--- config.mk ---
export PLATFORM = sky130hd
export DESIGN_NAME = reorder_buffer
export DESIGN_NICKNAME = d
export VERILOG_FILES = /design/src/rtl/reorder_buffer.sv
export SDC_FILE = /design/constraint.sdc
export NUM_CORES = 2
export LEC_CHECK = 0
export CAP_MARGIN = 20
export CELL_PAD_IN_SITES_DETAIL_PLACEMENT = 1
export CELL_PAD_IN_SITES_GLOBAL_PLACEMENT = 2
export CORE_ASPECT_RATIO = 0.7
export CORE_MARGIN = 5
export CORE_UTILIZATION = 50
export DETAILED_ROUTE_END_ITERATION = 8
export GPL_TIMING_DRIVEN = 0
export MAX_ROUTING_LAYER = met4
export PLACE_DENSITY_LB_ADDON = 0.1
export SETUP_SLACK_MARGIN = 0.15
export SLEW_MARGIN = 10
export SYNTH_ARGS = -nofsm -noshare
export SYNTH_HDL_FRONTEND = slang
export SYNTH_SLANG_ARGS = --single-unit
--- constraint.sdc ---
create_clock -name clk -period 6.45 [get_ports clk]
set_clock_uncertainty 0.2 [all_clocks]
set_input_delay 0.9675 -clock clk [delete_from_list [all_inputs] [get_ports clk]]
set_output_delay 0.9675 -clock clk [all_outputs]
set_load 0.01 [all_outputs]
--- src/rtl/reorder_buffer.sv ---
`default_nettype none
// ============================================================================
//  Module   : reorder_buffer
//  Purpose  : Circular in-order tag allocator that collects CDB results and
//             retires in program order, flushing on a committed mispredict.
//  Revision : 1.0  initial release
// ============================================================================
module reorder_buffer #(
    parameter int ROB_SIZE = 16,
    parameter int ROB_WID  = 4
) (
    input  logic               clk,
    input  logic               rst,
    input  logic               rdy,
    input  logic               issue_valid,
    input  logic [4:0]         issue_rd,
    input  logic               issue_is_br,
    output logic [ROB_WID-1:0] issue_pos,
    output logic               full,
    input  logic               wb_valid,
    input  logic [ROB_WID-1:0] wb_pos,
    input  logic [31:0]        wb_val,
    input  logic               wb_mispred,
    input  logic [31:0]        wb_target,
    input  logic [ROB_WID-1:0] q1_pos,
    output logic               q1_ready,
    output logic [31:0]        q1_val,
    input  logic [ROB_WID-1:0] q2_pos,
    output logic               q2_ready,
    output logic [31:0]        q2_val,
    output logic               commit_valid,
    output logic [4:0]         commit_rd,
    output logic [31:0]        commit_val,
    output logic [ROB_WID-1:0] commit_pos,
    output logic               rollback,
    output logic [31:0]        rollback_pc
);

    localparam logic [ROB_WID-1:0] PTR_ONE  = ROB_WID'(1);
    localparam logic [ROB_WID:0]   CNT_ONE  = (ROB_WID+1)'(1);
    localparam logic [ROB_WID:0]   CNT_FULL = (ROB_WID+1)'(ROB_SIZE);

    logic [ROB_SIZE-1:0] busy_q, busy_d, ready_q, ready_d;
    logic [ROB_SIZE-1:0] mispred_q, mispred_d, is_br_q, is_br_d;
    logic [4:0]          rd_q     [ROB_SIZE];
    logic [4:0]          rd_d     [ROB_SIZE];
    logic [31:0]         val_q    [ROB_SIZE];
    logic [31:0]         val_d    [ROB_SIZE];
    logic [31:0]         target_q [ROB_SIZE];
    logic [31:0]         target_d [ROB_SIZE];

    logic [ROB_WID-1:0]  head_q, head_d, tail_q, tail_d;
    logic [ROB_WID:0]    count_q, count_d;

    logic                commit_valid_q, commit_valid_d;
    logic [4:0]          commit_rd_q, commit_rd_d;
    logic [31:0]         commit_val_q, commit_val_d;
    logic [ROB_WID-1:0]  commit_pos_q, commit_pos_d;
    logic                rollback_q, rollback_d;
    logic [31:0]         rollback_pc_q, rollback_pc_d;

    logic w_commit_go, w_flush, w_issue_ok;

    assign full      = (count_q == CNT_FULL);
    assign issue_pos = tail_q;
    assign q1_ready  = busy_q[q1_pos] & ready_q[q1_pos];
    assign q1_val    = val_q[q1_pos];
    assign q2_ready  = busy_q[q2_pos] & ready_q[q2_pos];
    assign q2_val    = val_q[q2_pos];

    assign commit_valid = commit_valid_q;
    assign commit_rd    = commit_rd_q;
    assign commit_val   = commit_val_q;
    assign commit_pos   = commit_pos_q;
    assign rollback     = rollback_q;
    assign rollback_pc  = rollback_pc_q;

    assign w_commit_go = (count_q != '0) && ready_q[head_q];
    assign w_flush     = w_commit_go && is_br_q[head_q] && mispred_q[head_q];
    // A full buffer still accepts an issue on an edge that frees the head slot.
    assign w_issue_ok  = issue_valid && (!full || w_commit_go) && !w_flush;

    always_comb begin
        busy_d         = busy_q;
        ready_d        = ready_q;
        mispred_d      = mispred_q;
        is_br_d        = is_br_q;
        rd_d           = rd_q;
        val_d          = val_q;
        target_d       = target_q;
        head_d         = head_q;
        tail_d         = tail_q;
        count_d        = count_q;
        commit_valid_d = 1'b0;
        commit_rd_d    = commit_rd_q;
        commit_val_d   = commit_val_q;
        commit_pos_d   = commit_pos_q;
        rollback_d     = 1'b0;
        rollback_pc_d  = rollback_pc_q;

        if (rdy) begin
            if (wb_valid && busy_q[wb_pos]) begin
                ready_d[wb_pos]   = 1'b1;
                val_d[wb_pos]     = wb_val;
                mispred_d[wb_pos] = wb_mispred;
                target_d[wb_pos]  = wb_target;
            end
            if (w_commit_go) begin
                commit_valid_d  = 1'b1;
                commit_rd_d     = rd_q[head_q];
                commit_val_d    = val_q[head_q];
                commit_pos_d    = head_q;
                busy_d[head_q]  = 1'b0;
                ready_d[head_q] = 1'b0;
                head_d          = head_q + PTR_ONE;
            end
            // Issue after commit so a slot freed and refilled on one edge ends busy.
            if (w_issue_ok) begin
                busy_d[tail_q]    = 1'b1;
                ready_d[tail_q]   = 1'b0;
                mispred_d[tail_q] = 1'b0;
                is_br_d[tail_q]   = issue_is_br;
                rd_d[tail_q]      = issue_rd;
                tail_d            = tail_q + PTR_ONE;
            end
            unique case ({w_issue_ok, w_commit_go})
                2'b10:   count_d = count_q + CNT_ONE;
                2'b01:   count_d = count_q - CNT_ONE;
                default: count_d = count_q;
            endcase
            if (w_flush) begin
                rollback_d    = 1'b1;
                rollback_pc_d = target_q[head_q];
                busy_d        = '0;
                ready_d       = '0;
                mispred_d     = '0;
                head_d        = '0;
                tail_d        = '0;
                count_d       = '0;
            end
        end
    end

    always_ff @(posedge clk or negedge rst) begin
        if (!rst) begin
            busy_q         <= '0;
            ready_q        <= '0;
            mispred_q      <= '0;
            is_br_q        <= '0;
            rd_q           <= '{default: '0};
            val_q          <= '{default: '0};
            target_q       <= '{default: '0};
            head_q         <= '0;
            tail_q         <= '0;
            count_q        <= '0;
            commit_valid_q <= 1'b0;
            commit_rd_q    <= '0;
            commit_val_q   <= '0;
            commit_pos_q   <= '0;
            rollback_q     <= 1'b0;
            rollback_pc_q  <= '0;
        end else begin
            busy_q         <= busy_d;
            ready_q        <= ready_d;
            mispred_q      <= mispred_d;
            is_br_q        <= is_br_d;
            rd_q           <= rd_d;
            val_q          <= val_d;
            target_q       <= target_d;
            head_q         <= head_d;
            tail_q         <= tail_d;
            count_q        <= count_d;
            commit_valid_q <= commit_valid_d;
            commit_rd_q    <= commit_rd_d;
            commit_val_q   <= commit_val_d;
            commit_pos_q   <= commit_pos_d;
            rollback_q     <= rollback_d;
            rollback_pc_q  <= rollback_pc_d;
        end
    end

endmodule
`default_nettype wire

# ---- After elaboration in Yosys (flattened, before gate mapping)
# Cells that the tools add are included.
dict set report word_totals {
  regBits 1256
  output_inout_bits 146
  in_bits 88
  elab_cells 193
}
dict set report op_classes {
  add_sub_neg 4
  order_cmp 15
  eq_ne 3
  reduce_logical 25
  mux 70
  bitwise 15
}
# op count
set ops {}
lappend ops {{$bwmux 512} 2}
lappend ops {{$bmux 32 s4} 4}
lappend ops {{$mux 32} 9}
lappend ops {{$mux 16} 14}
lappend ops {{$demux 32 s4} 1}
lappend ops {{$bwmux 80} 1}
lappend ops {{$and 16x16->16} 4}
lappend ops {{$bmux 1 s4} 8}
lappend ops {{$bwmux 16} 2}
lappend ops {{$not 16->16} 2}
lappend ops {{$or 16x16->16} 2}
lappend ops {{$ge 5x5->1 const B} 5}
lappend ops {{$lt 4x5->1 const B} 5}
lappend ops {{$not 4->5} 5}
lappend ops {{$bmux 5 s4} 1}
lappend ops {{$demux 5 s4} 1}
lappend ops {{$mux 5} 4}
lappend ops {{$mux 4} 4}
lappend ops {{$mux 1} 15}
lappend ops {{$reduce_and 2->1} 7}
lappend ops {{$demux 1 s4} 3}
lappend ops {{$ge 4x1->1 const B} 3}
lappend ops {{$logic_and 1x1->1} 11}
lappend ops {{$lt 5x1->1 const B} 2}
lappend ops {{other kinds (13)} 17}

# ---- Logic depth before layout (Yosys ltp)
dict set report depth {
  ltp_word 13
  ltp_mapped 15
  mapped_depth_nobuf 12
}

# ---- Worst setup path before layout
# No wires, ideal clock.
dict set report synth_timing {
  path_kind {input-to-output}
  startpoint {input port q1_pos[0]}
  endpoint {output port q1_val[22]}
  arrival_time_ns 3.077
  cell_stages 4
  path_buffers 2
  setup_slack_ns 2.205
  path_cell_list {buf_1 -> buf_1 -> mux4_2 -> mux4_2}
}
dict set report synth_via {
  elab_chain_len 4
}
# element line_no
set synth_rtl {}
lappend synth_rtl {{from (decl)} 25} ;# input logic [ROB_WID-1:0] q1_pos,
lappend synth_rtl {{$not 4->5 (implied by the code)} 67} ;# assign q1_val = val_q[q1_pos];
lappend synth_rtl {{$bmux 32 s4} 67}
lappend synth_rtl {{$mux 32 (implied by the code) (2 in a row)} 67}
lappend synth_rtl {{to (decl)} 27} ;# output logic [31:0] q1_val,
# No other way between the ends. The select of a mux whose other input is x is not followed.

# ---- Worst setup path in the final report
dict set report layout_timing {
  startpoint {input port q1_pos[1]}
  endpoint {output port q1_val[1]}
}
# The elaborated chain is that of the path after synthesis.

==> out/metrics.csv <==
metric,value,unit
antenna-violating nets left,0,
total grt overflow,0,
Cell variety after synth,80,
final core occ,57.7,%
Netlist Area Pre-Place,64700,um2
sequential area share after synthesis,48.6,%
CTS buffer count,134,
status,completed,
leakage,33.4,nW
Post-synth top flop,dfrtp_1,
Worst Tran Pin Value,1.25,ns
Final Hold Fails,0,
DR DRC count,0,
Initial DRC Count,4565,
share of layout cells above drive strength 1,49.9,%
first-pass GRT wire length,322000,um
clock sinks,1256,
most frequent cells in the layout,"1256 x dfrtp_1, 1129 x mux2_2, 683 x mux4_2",
fmax,0.162,GHz
Clock transition at path regs,0.06,ns
Top delay family on crit path,buffers and inverters,
Synth top area share,48.6,%
full die area,137000,um2
WL per Instance,35.0,um
final worst path period share,95.5,%
CP cell instances,clkbuf_1 > clkbuf_1 > buf_1 > mux4_2 > mux4_2 > clkdlybuf4s50_1,
Syn. warnings,0,
Clock H-tree levels,4,
Buf/Inv on CP,4,
worst vdd ir,0.000246,V
max-cap violations,0,
Layout Nets,4521,
asr flop ratio synth,100,%
Power per Cell Area,360,nW/um2
die width,440,um
Multi-input gate area,31500,um2
via/cell ratio,6.70,
Starting Density,50.4,%
endpoints failing setup,0,
WHS,0.272,ns
CTS tree,built,
CP max stage cell,buf_1,
number of global-route vias before repair,44300,
CP Capture Type,primary output,
core area,129000,um2
row count,110,
P&R area growth vs syn,14.7,%
Seq cells post-synth,1256,
post-cts sizing count,0,
setup tns final,0,ns
HP Class,reg -> reg,
Tmin final,6.16,ns
sequential standard cell area,31400,um2
Critical Path AT,4.99,ns
GRT Total Usage,33.3,%
IO Count,234,
count of pins over their slew limit,0,
DP Wirelength,150000,um
CP startpoint kind,input port,
Setup CP Type,in -> out,
"commonest non-fill, non-tap cell in the layout",dfrtp_1,
initial antenna violation count,9,
Synth Instances,4014,
biggest area consumer among synthesized cells,dfrtp_1,
worst-path maximum fanout,10,
Final Wtd Congestion,0.881,
CTS max path bufs,3,
clk_lat worst skew,0.79,ns
Vias,41900,
Critical Path Max Stage Delay,0.99,ns
relative slew slack,16.4,%
"Avg Cell Area, Syn",16.1,um2
"EDFF count, synth",0,
largest cells by area after synthesis,"dfrtp_1 49%, mux4_2 24%, mux2_2 20%, clkbuf_1 1.1%, buf_2 0.92%",
largest net degree at the start of global routing,156,
DIE HEIGHT,311,um
port bufs,222,
RSZ-0062 raised after global routing,false,
Syn Nets,4112,
Pre-antenna DRT Iters,5,
critical path data required time,5.28,ns
root cell of the clock tree,clkbuf_16,
fill count,11800,
final wirelength,219000,um
==> worst register-to-register path, stage by stage (launching register included) <==
cell	delay [ns]
dfrtp_1	0.40
buf_6	0.17
buf_8	0.20
clkbuf_1	0.66
clkbuf_1	0.88
buf_1	0.89
inv_1	0.27
ha_1	0.35
and3_1	0.19
a211oi_1	0.30
o221ai_1	0.17
o21ai_0	0.09
==> sequential cells by signal, indices dropped and copies added, names as in the netlist <==
register      count
val_q           512
head_q            4
count_q           5
commit_rd         5
busy_q           16
rollback          1
is_br_q          16
commit_pos        4
rd_q             80
commit_valid      1
issue_pos         4
mispred_q        16
target_q        512
ready_q          16
rollback_pc      32
commit_val       32
==> per-stage QoR <==
stage                     cell area (um2)  instances  power [mW]  worst slack, ns
after CTS                           74100       6244        26.8            0.399
final                               74200       6257        26.7            0.293
after global placement              69100       5972        18.7           -55.03
after floorplan                     64700       4014        15.7             2.21
after global routing                74200       6256        27.8            0.411
after detailed placement            69900       6017        19.0            0.423
==> what timing repair did <==
action                    CTS  global route
hold buffers                1             0
hold endpoints to repair   26             0
buffers inserted            0             0
==> per-layer routing <==
layer | routed length (um) | share of wire [%] | up-vias | track usage (%)
met1 | 96400 | 44 | 23200 | 48.8
li1 | - | - | 16400 | -
met2 | 97200 | 44 | 1868 | 47.2
met5 | 0 | 0 | - | -
met3 | 18100 | 8.3 | 370 | 7.19
met4 | 6910 | 3.2 | 0 | 10.0
==> area by class of cell <==
type                            count  area share, %
Buffer                            382           2.27
Inverter                           26          0.131
Clock inverter                     23          0.352
Antenna cell                        8         0.0270
Clock buffer                      203           5.40
Sequential cell                  1256           42.3
Tap cell                         1736           2.93
Timing Repair Buffer              273           4.07
Multi-Input combinational cell   2350           42.5
==> synthesized netlist by cell type (all sizes together) (6+ instances only) <==
| master | count |
|---|---|
| a21bo | 7 |
| a21o | 7 |
| a21oi | 23 |
| a311oi | 9 |
| a31oi | 13 |
| and2 | 10 |
| and3 | 19 |
| buf | 195 |
| clkbuf | 187 |
| dfrtp | 1256 |
| ha | 10 |
| inv | 25 |
| mux2 | 1156 |
| mux2i | 7 |
| mux4 | 683 |
| nand2 | 158 |
| nand2b | 10 |
| nand3 | 39 |
| nor2 | 45 |
| nor3 | 18 |
| o211ai | 10 |
| o21ai | 37 |
| or3 | 6 |
==> cell families (layout without fill, tap and decap cells) <==
family	after synthesis	after routing	synth area share, %
AOI/OAI and AO/OA	164	164	1.84
buffers and inverters	408	907	2.73
xor gates and xnor gates	2	2	0.0271
DFF	1256	1256	48.6
adders and majority gates	10	10	0.193
muxes	1846	1846	44.0
and+or+nand+nor	328	328	2.65
other	0	8	0
==> worst paths after layout <==
check,slack (ns),to,from,depth (start not counted)
worst max-delay path,0.29,q1_val[1],q1_pos[1],6
worst min-delay path,0.27,commit_val[17],commit_val[17],2
worst max register to register,1.61,ready_q[9],head_q[1],11
worst min register to register,0.27,commit_val[17],commit_val[17],2
max in group asynchronous,2.94,val_q[506],rst,5
min in group asynchronous,0.64,target_q[114],rst,2
==> where the power goes <==
part / switching [mW] / total [mW] / internal (mW)
clock: 3.34 / 7.74 / 4.40
sequential: 1.16 / 10.6 / 9.40
combinational: 4.19 / 8.43 / 4.24
Power figures use the tool's default switching activity.
